<file path="src/rtl/rc_cpl_depacketizer_x8_if.sv">
// rc_cpl_depacketizer_x8_if: AXI4-Stream bundle used on both sides of the
// x8 completion depacketizer. The input stream carries tuser and ignores
// tfirst/terr. The output stream carries tfirst/terr and drives tuser to zero.
interface rc_cpl_depacketizer_x8_if #(
  parameter int DATA_WIDTH = 256,
  parameter int KEEP_WIDTH = DATA_WIDTH / 8,
  parameter int USER_WIDTH = 85
);
  logic [DATA_WIDTH-1:0] tdata;
  logic [KEEP_WIDTH-1:0] tkeep;
  logic                  tlast;
  logic [USER_WIDTH-1:0] tuser;
  logic                  tfirst;
  logic                  terr;
  logic                  tvalid;
  logic                  tready;

  modport master (
    output tdata, tkeep, tlast, tuser, tfirst, terr, tvalid,
    input  tready
  );

  modport slave (
    input  tdata, tkeep, tlast, tuser, tfirst, terr, tvalid,
    output tready
  );
endinterface

</file>
<file path="src/rtl/rc_cpl_depacketizer_x8.sv">
// rc_cpl_depacketizer_x8: strips the 3DW completion header from a 256-bit
// legacy-format RC completion stream. Header fields are held as sideband
// until the next header arrives. The payload is realigned so that payload
// DW0 appears on output DW0.
// The optional payload-length check is enabled by defining RC_CPL_LEN_CHECK_EN.
// This adds the len_err output port.
module rc_cpl_depacketizer_x8 #(
  parameter int DATA_WIDTH = 256,
  parameter int KEEP_WIDTH = DATA_WIDTH / 8
) (
  input  logic       user_clk,
  input  logic       user_reset,
  rc_cpl_depacketizer_x8_if.slave  s_axis,
  rc_cpl_depacketizer_x8_if.master m_axis,
  output logic [9:0]  hdr_len,
  output logic        hdr_with_data,
  output logic [11:0] hdr_bytecnt,
  output logic [2:0]  hdr_cmpstatus,
  output logic [15:0] hdr_cplid,
  output logic [6:0]  hdr_lowaddr,
  output logic [7:0]  hdr_tag,
  output logic [15:0] hdr_reqid,
  output logic        hdr_poisoned
`ifdef RC_CPL_LEN_CHECK_EN
  ,
  output logic        len_err
`endif
);

  localparam int HDR_BITS  = 96;
  localparam int HDR_BYTES = 12;

  typedef enum logic [1:0] {
    IDLE,
    BODY,
    FLUSH
  } state_t;

  state_t state, state_next;

  logic [DATA_WIDTH-HDR_BITS-1:0]  carry_data;
  logic [KEEP_WIDTH-HDR_BYTES-1:0] carry_keep;
  logic                            err_acc;
  logic                            first_pend;

  logic [DATA_WIDTH-1:0] m_data;
  logic [KEEP_WIDTH-1:0] m_keep;
  logic                  m_last;
  logic                  m_valid;
  logic                  s_ready;
  logic                  m_err;
  logic                  hdr_accept;
  logic                  body_xfer;
  logic                  out_xfer;

  // Only the poison and discontinue bits of tuser matter here.
  // The input-side tfirst/terr are not used either.
  logic unused_inputs;
  assign unused_inputs = ^{s_axis.tuser[84:2], s_axis.tfirst, s_axis.terr};

  assign hdr_accept = (state == IDLE) && s_axis.tvalid;
  assign body_xfer  = (state == BODY) && s_axis.tvalid && m_axis.tready;
  assign out_xfer   = m_valid && m_axis.tready;

  // Next-state decode and realigned output beat.
  // Body beats pass straight through, combining input DW0-2 with the carried DW3-7.
  always_comb begin
    state_next = state;
    s_ready    = 1'b0;
    m_valid    = 1'b0;
    m_data     = '0;
    m_keep     = '0;
    m_last     = 1'b0;
    unique case (state)
      IDLE: begin
        s_ready = 1'b1;
        if (s_axis.tvalid) begin
          state_next = s_axis.tlast ? FLUSH : BODY;
        end
      end
      BODY: begin
        s_ready = m_axis.tready;
        m_valid = s_axis.tvalid;
        m_data  = {s_axis.tdata[HDR_BITS-1:0], carry_data};
        m_keep  = {s_axis.tkeep[HDR_BYTES-1:0], carry_keep};
        m_last  = s_axis.tlast && (s_axis.tkeep[KEEP_WIDTH-1:HDR_BYTES] == '0);
        if (body_xfer && s_axis.tlast) begin
          state_next = m_last ? IDLE : FLUSH;
        end
      end
      FLUSH: begin
        m_valid = 1'b1;
        m_data  = {{HDR_BITS{1'b0}}, carry_data};
        m_keep  = {{HDR_BYTES{1'b0}}, carry_keep};
        m_last  = 1'b1;
        if (m_axis.tready) begin
          state_next = IDLE;
        end
      end
      default: state_next = IDLE;
    endcase
  end

  // The error flag covers every beat seen so far, including the beat now in BODY.
  // It is forced low in IDLE so that a stale flag never shows between packets.
  always_comb begin
    m_err = 1'b0;
    if (state != IDLE) begin
      m_err = err_acc || ((state == BODY) && s_axis.tuser[0]);
    end
  end

  assign s_axis.tready = s_ready;
  assign m_axis.tvalid = m_valid;
  assign m_axis.tdata  = m_data;
  assign m_axis.tkeep  = m_keep;
  assign m_axis.tlast  = m_last;
  assign m_axis.tfirst = m_valid && first_pend;
  assign m_axis.terr   = m_err;
  assign m_axis.tuser  = '0;

  // State register, header capture and payload carry.
  // A reset mid-packet drops the carry, so the next accepted beat is decoded as a header.
  always_ff @(posedge user_clk) begin
    if (user_reset) begin
      state         <= IDLE;
      carry_data    <= '0;
      carry_keep    <= '0;
      err_acc       <= 1'b0;
      first_pend    <= 1'b0;
      hdr_len       <= '0;
      hdr_with_data <= 1'b0;
      hdr_bytecnt   <= '0;
      hdr_cmpstatus <= '0;
      hdr_cplid     <= '0;
      hdr_lowaddr   <= '0;
      hdr_tag       <= '0;
      hdr_reqid     <= '0;
      hdr_poisoned  <= 1'b0;
    end else begin
      state <= state_next;
      if (hdr_accept) begin
        hdr_len       <= s_axis.tdata[9:0];
        hdr_with_data <= s_axis.tdata[30];
        hdr_bytecnt   <= s_axis.tdata[43:32];
        hdr_cmpstatus <= s_axis.tdata[47:45];
        hdr_cplid     <= s_axis.tdata[63:48];
        hdr_lowaddr   <= s_axis.tdata[70:64];
        hdr_tag       <= s_axis.tdata[79:72];
        hdr_reqid     <= s_axis.tdata[95:80];
        hdr_poisoned  <= s_axis.tuser[1];
        carry_data    <= s_axis.tdata[DATA_WIDTH-1:HDR_BITS];
        carry_keep    <= s_axis.tkeep[KEEP_WIDTH-1:HDR_BYTES];
        err_acc       <= s_axis.tuser[0];
        first_pend    <= 1'b1;
      end else if (body_xfer) begin
        carry_data <= s_axis.tdata[DATA_WIDTH-1:HDR_BITS];
        carry_keep <= s_axis.tkeep[KEEP_WIDTH-1:HDR_BYTES];
        err_acc    <= err_acc | s_axis.tuser[0];
        first_pend <= 1'b0;
      end
    end
  end

`ifdef RC_CPL_LEN_CHECK_EN
  logic [5:0] keep_ones;
  logic [9:0] len_count;
  logic [9:0] len_count_sum;

  // Count the DWords delivered on the current output beat.
  // Keeps are DW-granular, so the number of set bits divided by four gives the DWord count.
  always_comb begin
    keep_ones = '0;
    for (int i = 0; i < KEEP_WIDTH; i++) begin
      keep_ones = keep_ones + {5'd0, m_keep[i]};
    end
  end

  assign len_count_sum = len_count + {6'd0, keep_ones[5:2]};

  // Running payload count, compared against the header on the tlast transfer.
  // The count is 10 bits wide, so a length field of 0 matches a 1024-DW payload.
  always_ff @(posedge user_clk) begin
    if (user_reset) begin
      len_count <= '0;
      len_err   <= 1'b0;
    end else begin
      len_err <= out_xfer && m_last && hdr_with_data && (len_count_sum != hdr_len);
      if (hdr_accept) begin
        len_count <= '0;
      end else if (out_xfer) begin
        len_count <= len_count_sum;
      end
    end
  end
`endif

endmodule

</file>
<file path="src/flat_wrapper.sv">
// flat-port wrapper written by rule: the top's interface ports become plain ports
module rc_cpl_depacketizer_x8_flat 
#(
  parameter int DATA_WIDTH = 256,
  parameter int KEEP_WIDTH = DATA_WIDTH / 8
)
  (user_clk, user_reset, hdr_len, hdr_with_data, hdr_bytecnt, hdr_cmpstatus, hdr_cplid, hdr_lowaddr, hdr_tag, hdr_reqid, hdr_poisoned, s_axis_tdata, s_axis_tkeep, s_axis_tlast, s_axis_tuser, s_axis_tfirst, s_axis_terr, s_axis_tvalid, s_axis_tready, m_axis_tdata, m_axis_tkeep, m_axis_tlast, m_axis_tuser, m_axis_tfirst, m_axis_terr, m_axis_tvalid, m_axis_tready);
  rc_cpl_depacketizer_x8_if #(.DATA_WIDTH(DATA_WIDTH), .KEEP_WIDTH(KEEP_WIDTH)) s_axis_i ();
  rc_cpl_depacketizer_x8_if #(.DATA_WIDTH(DATA_WIDTH), .KEEP_WIDTH(KEEP_WIDTH)) m_axis_i ();
  input  logic user_clk;
  input  logic user_reset;
  output logic [9:0] hdr_len;
  output logic hdr_with_data;
  output logic [11:0] hdr_bytecnt;
  output logic [2:0] hdr_cmpstatus;
  output logic [15:0] hdr_cplid;
  output logic [6:0] hdr_lowaddr;
  output logic [7:0] hdr_tag;
  output logic [15:0] hdr_reqid;
  output logic hdr_poisoned;
  input wire logic [$bits(s_axis_i.tdata)-1:0] s_axis_tdata;
  input wire logic [$bits(s_axis_i.tkeep)-1:0] s_axis_tkeep;
  input wire logic [$bits(s_axis_i.tlast)-1:0] s_axis_tlast;
  input wire logic [$bits(s_axis_i.tuser)-1:0] s_axis_tuser;
  input wire logic [$bits(s_axis_i.tfirst)-1:0] s_axis_tfirst;
  input wire logic [$bits(s_axis_i.terr)-1:0] s_axis_terr;
  input wire logic [$bits(s_axis_i.tvalid)-1:0] s_axis_tvalid;
  output wire logic [$bits(s_axis_i.tready)-1:0] s_axis_tready;
  output wire logic [$bits(m_axis_i.tdata)-1:0] m_axis_tdata;
  output wire logic [$bits(m_axis_i.tkeep)-1:0] m_axis_tkeep;
  output wire logic [$bits(m_axis_i.tlast)-1:0] m_axis_tlast;
  output wire logic [$bits(m_axis_i.tuser)-1:0] m_axis_tuser;
  output wire logic [$bits(m_axis_i.tfirst)-1:0] m_axis_tfirst;
  output wire logic [$bits(m_axis_i.terr)-1:0] m_axis_terr;
  output wire logic [$bits(m_axis_i.tvalid)-1:0] m_axis_tvalid;
  input wire logic [$bits(m_axis_i.tready)-1:0] m_axis_tready;
  assign s_axis_i.tdata = s_axis_tdata;
  assign s_axis_i.tkeep = s_axis_tkeep;
  assign s_axis_i.tlast = s_axis_tlast;
  assign s_axis_i.tuser = s_axis_tuser;
  assign s_axis_i.tfirst = s_axis_tfirst;
  assign s_axis_i.terr = s_axis_terr;
  assign s_axis_i.tvalid = s_axis_tvalid;
  assign s_axis_tready = s_axis_i.tready;
  assign m_axis_tdata = m_axis_i.tdata;
  assign m_axis_tkeep = m_axis_i.tkeep;
  assign m_axis_tlast = m_axis_i.tlast;
  assign m_axis_tuser = m_axis_i.tuser;
  assign m_axis_tfirst = m_axis_i.tfirst;
  assign m_axis_terr = m_axis_i.terr;
  assign m_axis_tvalid = m_axis_i.tvalid;
  assign m_axis_i.tready = m_axis_tready;
  rc_cpl_depacketizer_x8 #(.DATA_WIDTH(DATA_WIDTH), .KEEP_WIDTH(KEEP_WIDTH)) u_core (.user_clk(user_clk), .user_reset(user_reset), .s_axis(s_axis_i), .m_axis(m_axis_i), .hdr_len(hdr_len), .hdr_with_data(hdr_with_data), .hdr_bytecnt(hdr_bytecnt), .hdr_cmpstatus(hdr_cmpstatus), .hdr_cplid(hdr_cplid), .hdr_lowaddr(hdr_lowaddr), .hdr_tag(hdr_tag), .hdr_reqid(hdr_reqid), .hdr_poisoned(hdr_poisoned));
endmodule
</file>
<file path="config.mk">
export PLATFORM = sky130hd
export DESIGN_NAME = rc_cpl_depacketizer_x8_flat
export DESIGN_NICKNAME = d
export VERILOG_FILES = /design/src/rtl/rc_cpl_depacketizer_x8_if.sv /design/src/rtl/rc_cpl_depacketizer_x8.sv /design/src/flat_wrapper.sv
export SDC_FILE = /design/constraint.sdc
export NUM_CORES = 1
export LEC_CHECK = 0
export CORE_AREA = 8 8 320 322
export CTS_CLUSTER_DIAMETER = 30
export CTS_CLUSTER_SIZE = 25
export DETAILED_ROUTE_END_ITERATION = 7
export DIE_AREA = 0 0 328 330
export SYNTH_ARGS = -nofsm -noshare
export SYNTH_HDL_FRONTEND = slang
export SYNTH_SLANG_ARGS = --single-unit
export TNS_END_PERCENT = 20
</file>
<file path="constraint.sdc">
create_clock -name user_clk -period 4.7 [get_ports user_clk]
set_input_delay 0.705 -clock user_clk [delete_from_list [all_inputs] [get_ports user_clk]]
set_output_delay 0.705 -clock user_clk [all_outputs]
set_load 0.01 [all_outputs]
</file>
; ---- Word level (Yosys, flattened, before mapping)
; Cells that the tools add are included.
[op_classes]
n_eq_ne = 5
bitwise_logic = 1
n_reduce_logical = 13
n_mux = 20
[op_table]
columns = operator, count
row1 = $pmux W256 S2, 1
row2 = $mux W160, 2
row3 = $pmux W32 S2, 1
row4 = $mux W20, 2
row5 = $logic_not A20 Y1, 1
row6 = $mux W2, 5
row7 = $logic_and A1 B1 Y1, 7
row8 = $pmux W1 S2, 3
row9 = $pmux W2 S3, 1
row10 = $mux W1, 5
row11 = $ne A2 B2 Y1 const B, 2
row12 = $reduce_bool A2 Y1, 2
row13 = $reduce_and A3 Y1, 1
row14 = $eq A2 B1 Y1 const B, 1
row15 = $eq A2 B2 Y1 const B, 1
row16 = $logic_not A2 Y1, 1
row17 = $ne A2 B1 Y1 const B, 1
row18 = $logic_or A1 B1 Y1, 1
row19 = $or A1 B1 Y1, 1
[word_totals]
output_inout_bits = 452
register_bits = 258
in_bits = 380
word_cells = 53

; ---- Depth between registers and ports, before layout
; Gate-level depths: netlist of the first run.
[depth]
word_depth = 6
depth_mapped = 9
ltp_nobuf = 6

; ---- Worst setup path after synthesis of the first run
; OpenSTA, ideal clock, no wires.
[synth_timing]
kind = register -> output
startpoint = register u_core.state[0]
endpoint = output port m_axis_tdata[10]
path_slack_ns = 2.467
required_ns = 3.995
t_arrival_ns = 1.528
stages_incl_launch_ff = 8
path_buffers = 3
path_cell_list = dfxtp_1 > inv_1 > ha_1 > buf_2 > nor2b_1 > buf_2 > clkbuf_1 > and2_1
[synth_between]
elab_chain_len = 2
word_cells_on_any_way = 3
cone_classes = 2 x eq/ne / 1 x mux
[synth_rtl]
columns = item, line
row1 = "start, declared", rc_cpl_depacketizer_x8.sv:39  ; state_t state, state_next;
row2 = "start signal, assigned", rc_cpl_depacketizer_x8.sv:141  ; state <= state_next;
row3 = $eq A2 B2 Y1 / $eq A2 B1 Y1 (equally long branches), rc_cpl_depacketizer_x8.sv:74  ; unique case (state)
row4 = $pmux W256 S2 (*), rc_cpl_depacketizer_x8.sv:74
row5 = "end, declared", flat_wrapper.sv:29  ; output wire logic [$bits(m_axis_i.tdata)-1:0] m_axis_tdata;
; Mark *: on every way between the ends. The rest lies on a longest branch, timed or not.

; ---- Final worst setup path of the first run
[layout_timing]
startpoint = register u_core.state[0]
endpoint = output port m_axis_tkeep[28]
[layout_between]
elab_chain_len = 2
word_cells_on_any_way = 3
cone_classes = 2 x eq/ne / 1 x mux
[layout_rtl]
columns = item, line
row1 = $eq A2 B2 Y1 / $eq A2 B1 Y1 (equally long branches), rc_cpl_depacketizer_x8.sv:74
row2 = $pmux W32 S2 (*), rc_cpl_depacketizer_x8.sv:74
row3 = "end, declared", flat_wrapper.sv:30  ; output wire logic [$bits(m_axis_i.tkeep)-1:0] m_axis_tkeep;
; Marks and branches as above.

==> flow_metrics.py, run 1 <==
metrics = {
    "outcome": {
        "status": "finished, final reports clean",
    },
    "routing": {
        "via_per_inst": 3.54,
        "routed_wire_length_per_instance_um": 15.6,
        "routed-via-count": 12600,
        "drtIter0Drc": 573,
        "route.detailed.drc": 0,
        "routed_wl_mm": 55.6,
        "final_antenna_net_count": 0,
        "tritonroute_pass_1_iters": 7,
    },
    "timing": {
        "final.setup.tns_ns": 0,
        "fin_crit_sh_pct": 83.8,
        "finalCriticalPeriod_ns": 3.94,
        "tightest_slew_ns": 0.923,
        "report.final.hold_viol_count": 0,
        "slew-limit-headroom_pct": 38.5,
        "max_freq_ghz": 0.254,
        "finalMaxSlewViolations": 0,
        "final.hold.worst_slack_ns": 0.445,
        "rsz0062_at_grt": "no",
        "timing.clock.skew_ns": 0.0405,
        "timing.final.ws_setup_ns": 0.761,
        "final-setup-viol-count": 0,
    },
    "clocking": {
        "clkTransAtPathRegs_ns": 0.04,
        "clock_insertion_delay_worst_skew_ns": 0.61,
        "post_cts_hold_buffer_count": 0,
        "clock-root-buffer": "clkbuf_16",
        "cts.sink_count": 258,
        "ctsResizeCount": 0,
        "ctsHtreeMaxLevel": 3,
        "tritoncts": "built",
        "clockBufferDepth": 3,
        "cts-buffers-inserted": 80,
        "cts_setup_buffers": 0,
    },
    "finish": {
        "area_delta_synth_final_pct": 88.4,
        "nNetsFinal": 2590,
        "fill_cells": 10700,
        "post_route_cells_drive_above_1_share_pct": 7.32,
        "multiInputGateArea_um2": 5570,
        "final_core_util_pct": 22.5,
        "sequential_cell_area_um2": 5160,
        "design_area_um2": 21900,
    },
    "grt": {
        "groute.usage.overall_pct": 9.59,
        "grt_max_degree": 109,
        "vias_in_the_first_global_route": 12700,
        "gr-total-overflow": 0,
        "antenna_violations_before_repair": 5,
        "wire_length_of_the_first_global_routing_pass_mm": 79.7,
    },
    "yosys": {
        "synth_seq_area_share_pct": 44.4,
        "yosys.area.top_type_share_pct": 44.4,
        "post_synth.cell_area_avg_um2": 7.44,
        "synth_area_um2": 11600,
        "flip_flop_and_latch_count_after_synthesis": 258,
        "yosysWarningCount": 0,
        "synth_top_cells_by_area": "dfxtp_1, nand2_1, a21oi_1, and2_1, and3_1",
        "netlist_instances": 1564,
        "synthDistinctLibCells": 27,
        "dominant_cell_type_by_area_after_synthesis": "dfxtp_1",
    },
    "floorplan": {
        "fp.dieH_um": 330,
        "num_io_pins": 832,
        "dieWidth_um": 328,
        "core_region_area_um2": 97400,
        "die-area_um2": 108000,
        "rows": 115,
        "start_util_pct": 11.9,
    },
    "power": {
        "ir_worst_vdd_v": 0.000311,
        "powerDensity_nw_per_um2": 428,
        "power.leakage_nw": 8.55,
    },
    "placement": {
        "hpwl_mm": 41.6,
        "placer_congestion": 0.764,
        "area_after_detailed_placement_um2": 19300,
        "dp_worst_setup_slack_ns": 1.07,
        "port_buffers": 661,
    },
    "setup_path": {
        "origin_of_the_critical_flop_to_flop_path": "u_core.state[1]$_SDFFE_PP0P_",
        "worstSetupStartpointType": "register",
        "critical_path_peak_fanout": 73,
        "r2r_slack_ns": 1.97,
        "worstRegToRegCells": 8,
        "cp_data_arrival_time_ns": 3.23,
        "end_kind": "output port",
        "worst-endpoint-required_ns": 3.99,
        "criticalPathCategory": "register to output port",
        "r2r-end": "u_core.carry_data[125]$_SDFFE_PP0P_",
    },
    "worst_hold_path": {
        "beginning_of_the_worst_hold_path": "u_core.carry_data[154]$_SDFFE_PP0P_",
        "class_of_the_tightest_hold_or_removal_check": "register to register",
        "min_delay_worst_endpoint": "u_core.carry_data[154]$_SDFFE_PP0P_",
        "worst_hold_path.num_cells": 2,
    },
    "flow_run": {
        "max-cap-violations": 0,
    },
}
[final cells by class]
type / count / area share (%)
Timing Repair Buffer: 691 / 31.5
Multi-Input combinational cell: 1172 / 25.4
Sequential cell: 258 / 23.6
Clock buffer: 112 / 10.5
Tap cell: 1287 / 7.34
Clock inverter: 31 / 1.67
Inverter: 4 / 0.0685
Antenna cell: 1 / 0.0114
[report_power, final]
part / switching, mW / leakage, nW / internal (mW)
Clock: 1.50 / 1.32 / 3.72
Sequential: 0.108 / 2.12 / 2.43
Combinational: 0.920 / 5.12 / 0.704
[through the flow]
step | power [mW] | instances
finish | 9.38 | 3556
global route | 9.84 | 3555
CTS | 9.55 | 3555
detailed placement | 4.22 | 3412
global placement | 4.21 | 3412
floorplan | 3.42 | 1648
[logic make-up (layout without fill, tap and decap cells)]
family / after synthesis / after routing / share of synthesized area, %
other: 1 / 86 / 0.0322
AOI/OAI and AO/OA: 267 / 267 / 11.7
and+or+nand+nor: 817 / 817 / 32.8
buffers and inverters: 218 / 838 / 10.8
DFF: 258 / 258 / 44.4
adders and majority gates: 3 / 3 / 0.323
[critical path, cell delays in order (launching register included)]
cell and delay (ns):
dfxtp_1 0.37, inv_1 0.08, ha_2 0.32, buf_4 0.31, buf_4 0.58, and3_1 0.29
clkdlybuf4s50_1 0.62
[cells in the mapped netlist (all sizes together)]
library cell,number
conb,1
inv,4
o31ai,1
buf,139
o221ai,1
a21oi,258
clkbuf,75
a21bo,1
nor4b,1
nor2,6
a2111oi,1
dfxtp,258
and2,183
a22oi,1
nor4,3
a221oi,1
nand2,513
o21a,2
nor3,2
ha,3
nor2b,1
a21o,1
and3,108
[state kept, by name, summed over array words and instances, names as in the netlist, 2 cells and up]
name	flops
u_core.hdr_bytecnt	12
u_core.hdr_cmpstatus	3
u_core.hdr_tag	8
u_core.hdr_len	10
u_core.hdr_lowaddr	7
u_core.state	2
u_core.hdr_cplid	16
u_core.carry_data	160
u_core.carry_keep	20
u_core.hdr_reqid	16
[worst max path at each step]
stage	end	slack, ns	cells after the start	from
6_report	m_axis_tkeep[28]	0.76	6	u_core.state[0]$_SDFFE_PP0P_
5_1_grt	m_axis_tkeep[28]	0.53	6	u_core.state[0]$_SDFFE_PP0P_
4_1_cts	m_axis_tkeep[28]	0.66	6	u_core.state[0]$_SDFFE_PP0P_
3_5_place_dp	m_axis_tlast	1.07	7	s_axis_tkeep[12]
3_3_place_gp	m_axis_tlast	1.08	7	s_axis_tkeep[12]
2_1_floorplan	m_axis_tdata[10]	2.47	7	u_core.state[0]$_SDFFE_PP0P_
[placed cells by master (no fill, tap or decap), types with 2 or more instances in the layout]
master | Yosys | final
buf_4 | 86 | 25
clkinv_2 | 0 | 18
o21a_1 | 2 | 2
inv_1 | 4 | 4
clkbuf_1 | 75 | 16
nand2_1 | 512 | 511
a21oi_1 | 258 | 258
dfxtp_1 | 258 | 258
nor4_1 | 3 | 3
clkdlybuf4s50_1 | 0 | 660
clkinvlp_4 | 0 | 2
clkbuf_8 | 0 | 16
clkbuf_16 | 0 | 81
and2_1 | 183 | 181
bufinv_16 | 0 | 7
nor3_1 | 2 | 2
and3_1 | 108 | 108
conb_1 | 1 | 85
clkinv_8 | 0 | 2
buf_12 | 0 | 5
ha_2 | 0 | 2
nor2_1 | 6 | 6
[per-layer routing]
metal | vias up | track usage [%] | part of all wire, %
met5 | - | 0 | 0.061
met4 | 6 | 3.68 | 2.6
met3 | 94 | 4.76 | 11
met2 | 541 | 15.5 | 46
met1 | 5780 | 10.8 | 40
li1 | 6169 | - | -
Note: power is estimated with default switching activity, not from simulation.
==> run 2: changes to the inputs <==
--- a/config.mk
+++ b/config.mk
@@ -5,11 +5,11 @@
 export SDC_FILE = /design/constraint.sdc
 export NUM_CORES = 1
 export LEC_CHECK = 0
-export CORE_AREA = 8 8 320 322
+export CORE_AREA = 8 8 316 318
 export CTS_CLUSTER_DIAMETER = 30
 export CTS_CLUSTER_SIZE = 25
 export DETAILED_ROUTE_END_ITERATION = 7
-export DIE_AREA = 0 0 328 330
+export DIE_AREA = 0 0 324 326
 export SYNTH_ARGS = -nofsm -noshare
 export SYNTH_HDL_FRONTEND = slang
 export SYNTH_SLANG_ARGS = --single-unit
==> constraint.sdc (replaced) <==
create_clock -name user_clk -period 3.6 [get_ports user_clk]
set_input_delay 0.54 -clock user_clk [delete_from_list [all_inputs] [get_ports user_clk]]
set_output_delay 0.54 -clock user_clk [all_outputs]
set_load 0.01 [all_outputs]
==> flow_metrics.py, run 2 (synthesis gave the netlist of run 1 again) <==
metrics = {
    "setup_path": {
        "critical-path-slowest-cell": "nor4_1",
        "cp_num_cells": 7,
        "cp_data_arrival_time_ns": 2.96,
        "critical_path_peak_fanout": 2,
        "path_cells": "clkdlybuf4s50_1 > nor4_1 > buf_4 > nand2_1 > nor3_1 > o21a_1 > clkdlybuf4s50_1",
        "worst-endpoint-required_ns": 3.06,
        "r2r_slack_ns": 1.19,
        "worstSetupStartpointType": "input port",
        "r2r-end": "u_core.carry_data[136]$_SDFFE_PP0P_",
        "crit_path_max_incr_delay_ns": 0.84,
        "criticalPathCategory": "input port to output port",
        "end_kind": "output port",
        "origin_of_the_critical_flop_to_flop_path": "u_core.state[1]$_SDFFE_PP0P_",
        "cpLargestDelayFamily": "buffers and inverters",
        "worstRegToRegCells": 9,
        "most_common_cell_on_crit_path": "clkdlybuf4s50_1",
        "worst-path-buf-inv": 3,
    },
    "clocking": {
        "ctsResizeCount": 0,
        "clock-root-buffer": "clkbuf_16",
        "clockBufferDepth": 3,
        "tritoncts": "built",
        "ctsHtreeMaxLevel": 3,
        "cts-buffers-inserted": 76,
        "cts.sink_count": 258,
        "clkTransAtPathRegs_ns": 0.04,
        "clock_insertion_delay_worst_skew_ns": 0.59,
    },
    "timing": {
        "rsz0062_at_grt": "no",
        "tightest_slew_ns": 0.966,
        "timing.final.ws_setup_ns": 0.0992,
        "fin_crit_sh_pct": 97.2,
        "final-setup-viol-count": 0,
        "finalMaxSlewViolations": 0,
        "slew-limit-headroom_pct": 35.0,
        "finalCriticalPeriod_ns": 3.50,
        "final.setup.tns_ns": 0,
        "max_freq_ghz": 0.286,
        "report.final.hold_viol_count": 0,
        "timing.clock.skew_ns": 0.0203,
    },
    "routing": {
        "tritonroute_pass_1_iters": 6,
        "routed_wl_mm": 57.6,
        "via_per_inst": 3.56,
        "final_antenna_net_count": 0,
        "routed_wire_length_per_instance_um": 16.2,
        "routed-via-count": 12600,
        "drtIter0Drc": 591,
        "route.detailed.drc": 0,
    },
    "finish": {
        "fill_cells": 10400,
        "layout.cells.non_filler": 3547,
        "design_area_um2": 22100,
        "regMostFlops": "u_core.carry_data",
        "largestRegisters": "u_core.carry_data (160), u_core.carry_keep (20)",
        "largest_register_ff_count": 160,
        "area_delta_synth_final_pct": 89.8,
        "multiInputGateArea_um2": 5570,
        "sequential_cell_area_um2": 5160,
        "final_core_util_pct": 23.4,
        "post_route_cells_drive_above_1_share_pct": 7.85,
        "mostFrequentLayoutCell": "clkdlybuf4s50_1",
        "nNetsFinal": 2599,
        "most_frequent_cells_in_the_layout": "clkdlybuf4s50_1, nand2_1, a21oi_1, dfxtp_1, and2_1",
    },
    "placement": {
        "dp_worst_setup_slack_ns": 0.137,
        "area_after_detailed_placement_um2": 19400,
        "hpwl_mm": 43.1,
        "dpl.cell_count": 3401,
        "port_buffers": 661,
        "placer_congestion": 0.799,
    },
    "power": {
        "powerDensity_nw_per_um2": 562,
        "ir_worst_vdd_v": 0.000352,
        "power.leakage_nw": 8.65,
    },
    "outcome": {
        "status": "finished, final reports clean",
    },
    "grt": {
        "antenna_violations_before_repair": 5,
        "grt_max_degree": 114,
        "gr-usage-met1_pct": 11.0,
        "groute.usage.overall_pct": 10.1,
        "vias_in_the_first_global_route": 12900,
        "wire_length_of_the_first_global_routing_pass_mm": 81.8,
        "met3_usage_pct": 4.52,
        "met2_usage_pct": 17.1,
        "grt-busiest-layer": "met2",
        "gr-total-overflow": 0,
    },
    "floorplan": {
        "fp.dieH_um": 326,
        "start_util_pct": 12.3,
        "rows": 113,
        "dieWidth_um": 324,
        "num_io_pins": 832,
        "die-area_um2": 106000,
        "core_region_area_um2": 94400,
    },
    "flow_run": {
        "max-cap-violations": 0,
    },
    "worst_hold_path": {
        "worst_hold_path.num_cells": 2,
        "class_of_the_tightest_hold_or_removal_check": "register to register",
        "beginning_of_the_worst_hold_path": "u_core.carry_data[127]$_SDFFE_PP0P_",
        "min_delay_worst_endpoint": "u_core.carry_data[127]$_SDFFE_PP0P_",
    },
}
==> run 2: metal layers <==
layer | share of wire, % | vias up
li1 | - | 6187
met1 | 39 | 5800
met2 | 47 | 535
met3 | 11 | 87
met4 | 2.5 | 4
met5 | 0.047 | -
==> run 2: metrics by stage <==
step	total power, mW	hold slack (ns)
floorplan	4.46	0.432
global placement	5.59	0.437
detailed placement	5.61	0.442
CTS	12.6	0.405
global route	13.0	0.453
finish	12.4	0.445
==> run 2: cell type report <==
class	count	share of cell area [%]
Antenna cell	3	0.0340
Clock buffer	104	9.72
Clock inverter	37	2.29
Inverter	4	0.0680
Multi-Input combinational cell	1172	25.2
Sequential cell	258	23.4
Tap cell	1265	7.17
Timing Repair Buffer	704	32.1
==> run 2: how the worst max path moves through the flow <==
stage	start	to
finish	s_axis_tkeep[17]	m_axis_tlast
global route	u_core.state[1]$_SDFFE_PP0P_	m_axis_tdata[115]
CTS	u_core.state[0]$_SDFFE_PP0P_	m_axis_tdata[115]
detailed placement	s_axis_tkeep[17]	m_axis_tlast
global placement	s_axis_tkeep[17]	m_axis_tlast
floorplan	u_core.state[0]$_SDFFE_PP0P_	m_axis_tdata[10]
==> run 2: worst reg2reg max path, delay by kind of cell (launching register included) <==
family,cells,cell delay [ns]
simple gates,2,0.42
fa+ha+maj,1,0.22
buf+inv,4,0.94
flops,1,0.30
compound gates,2,0.44
==> run 2: power by group <==
part / total [mW] / internal (mW) / switching, mW / leakage [nW]
logic: 2.25 / 0.977 / 1.28 / 5.21
registers: 3.31 / 3.17 / 0.142 / 2.12
clock network: 6.85 / 4.87 / 1.98 / 1.32
total: 12.4 / 9.01 / 3.40 / 8.65
==> run 2: what timing repair did <==
action | CTS | global route
setup buffers | 0 | 1
endpoints found under the setup margin | 0 | 7
hold buffers | 0 | 0
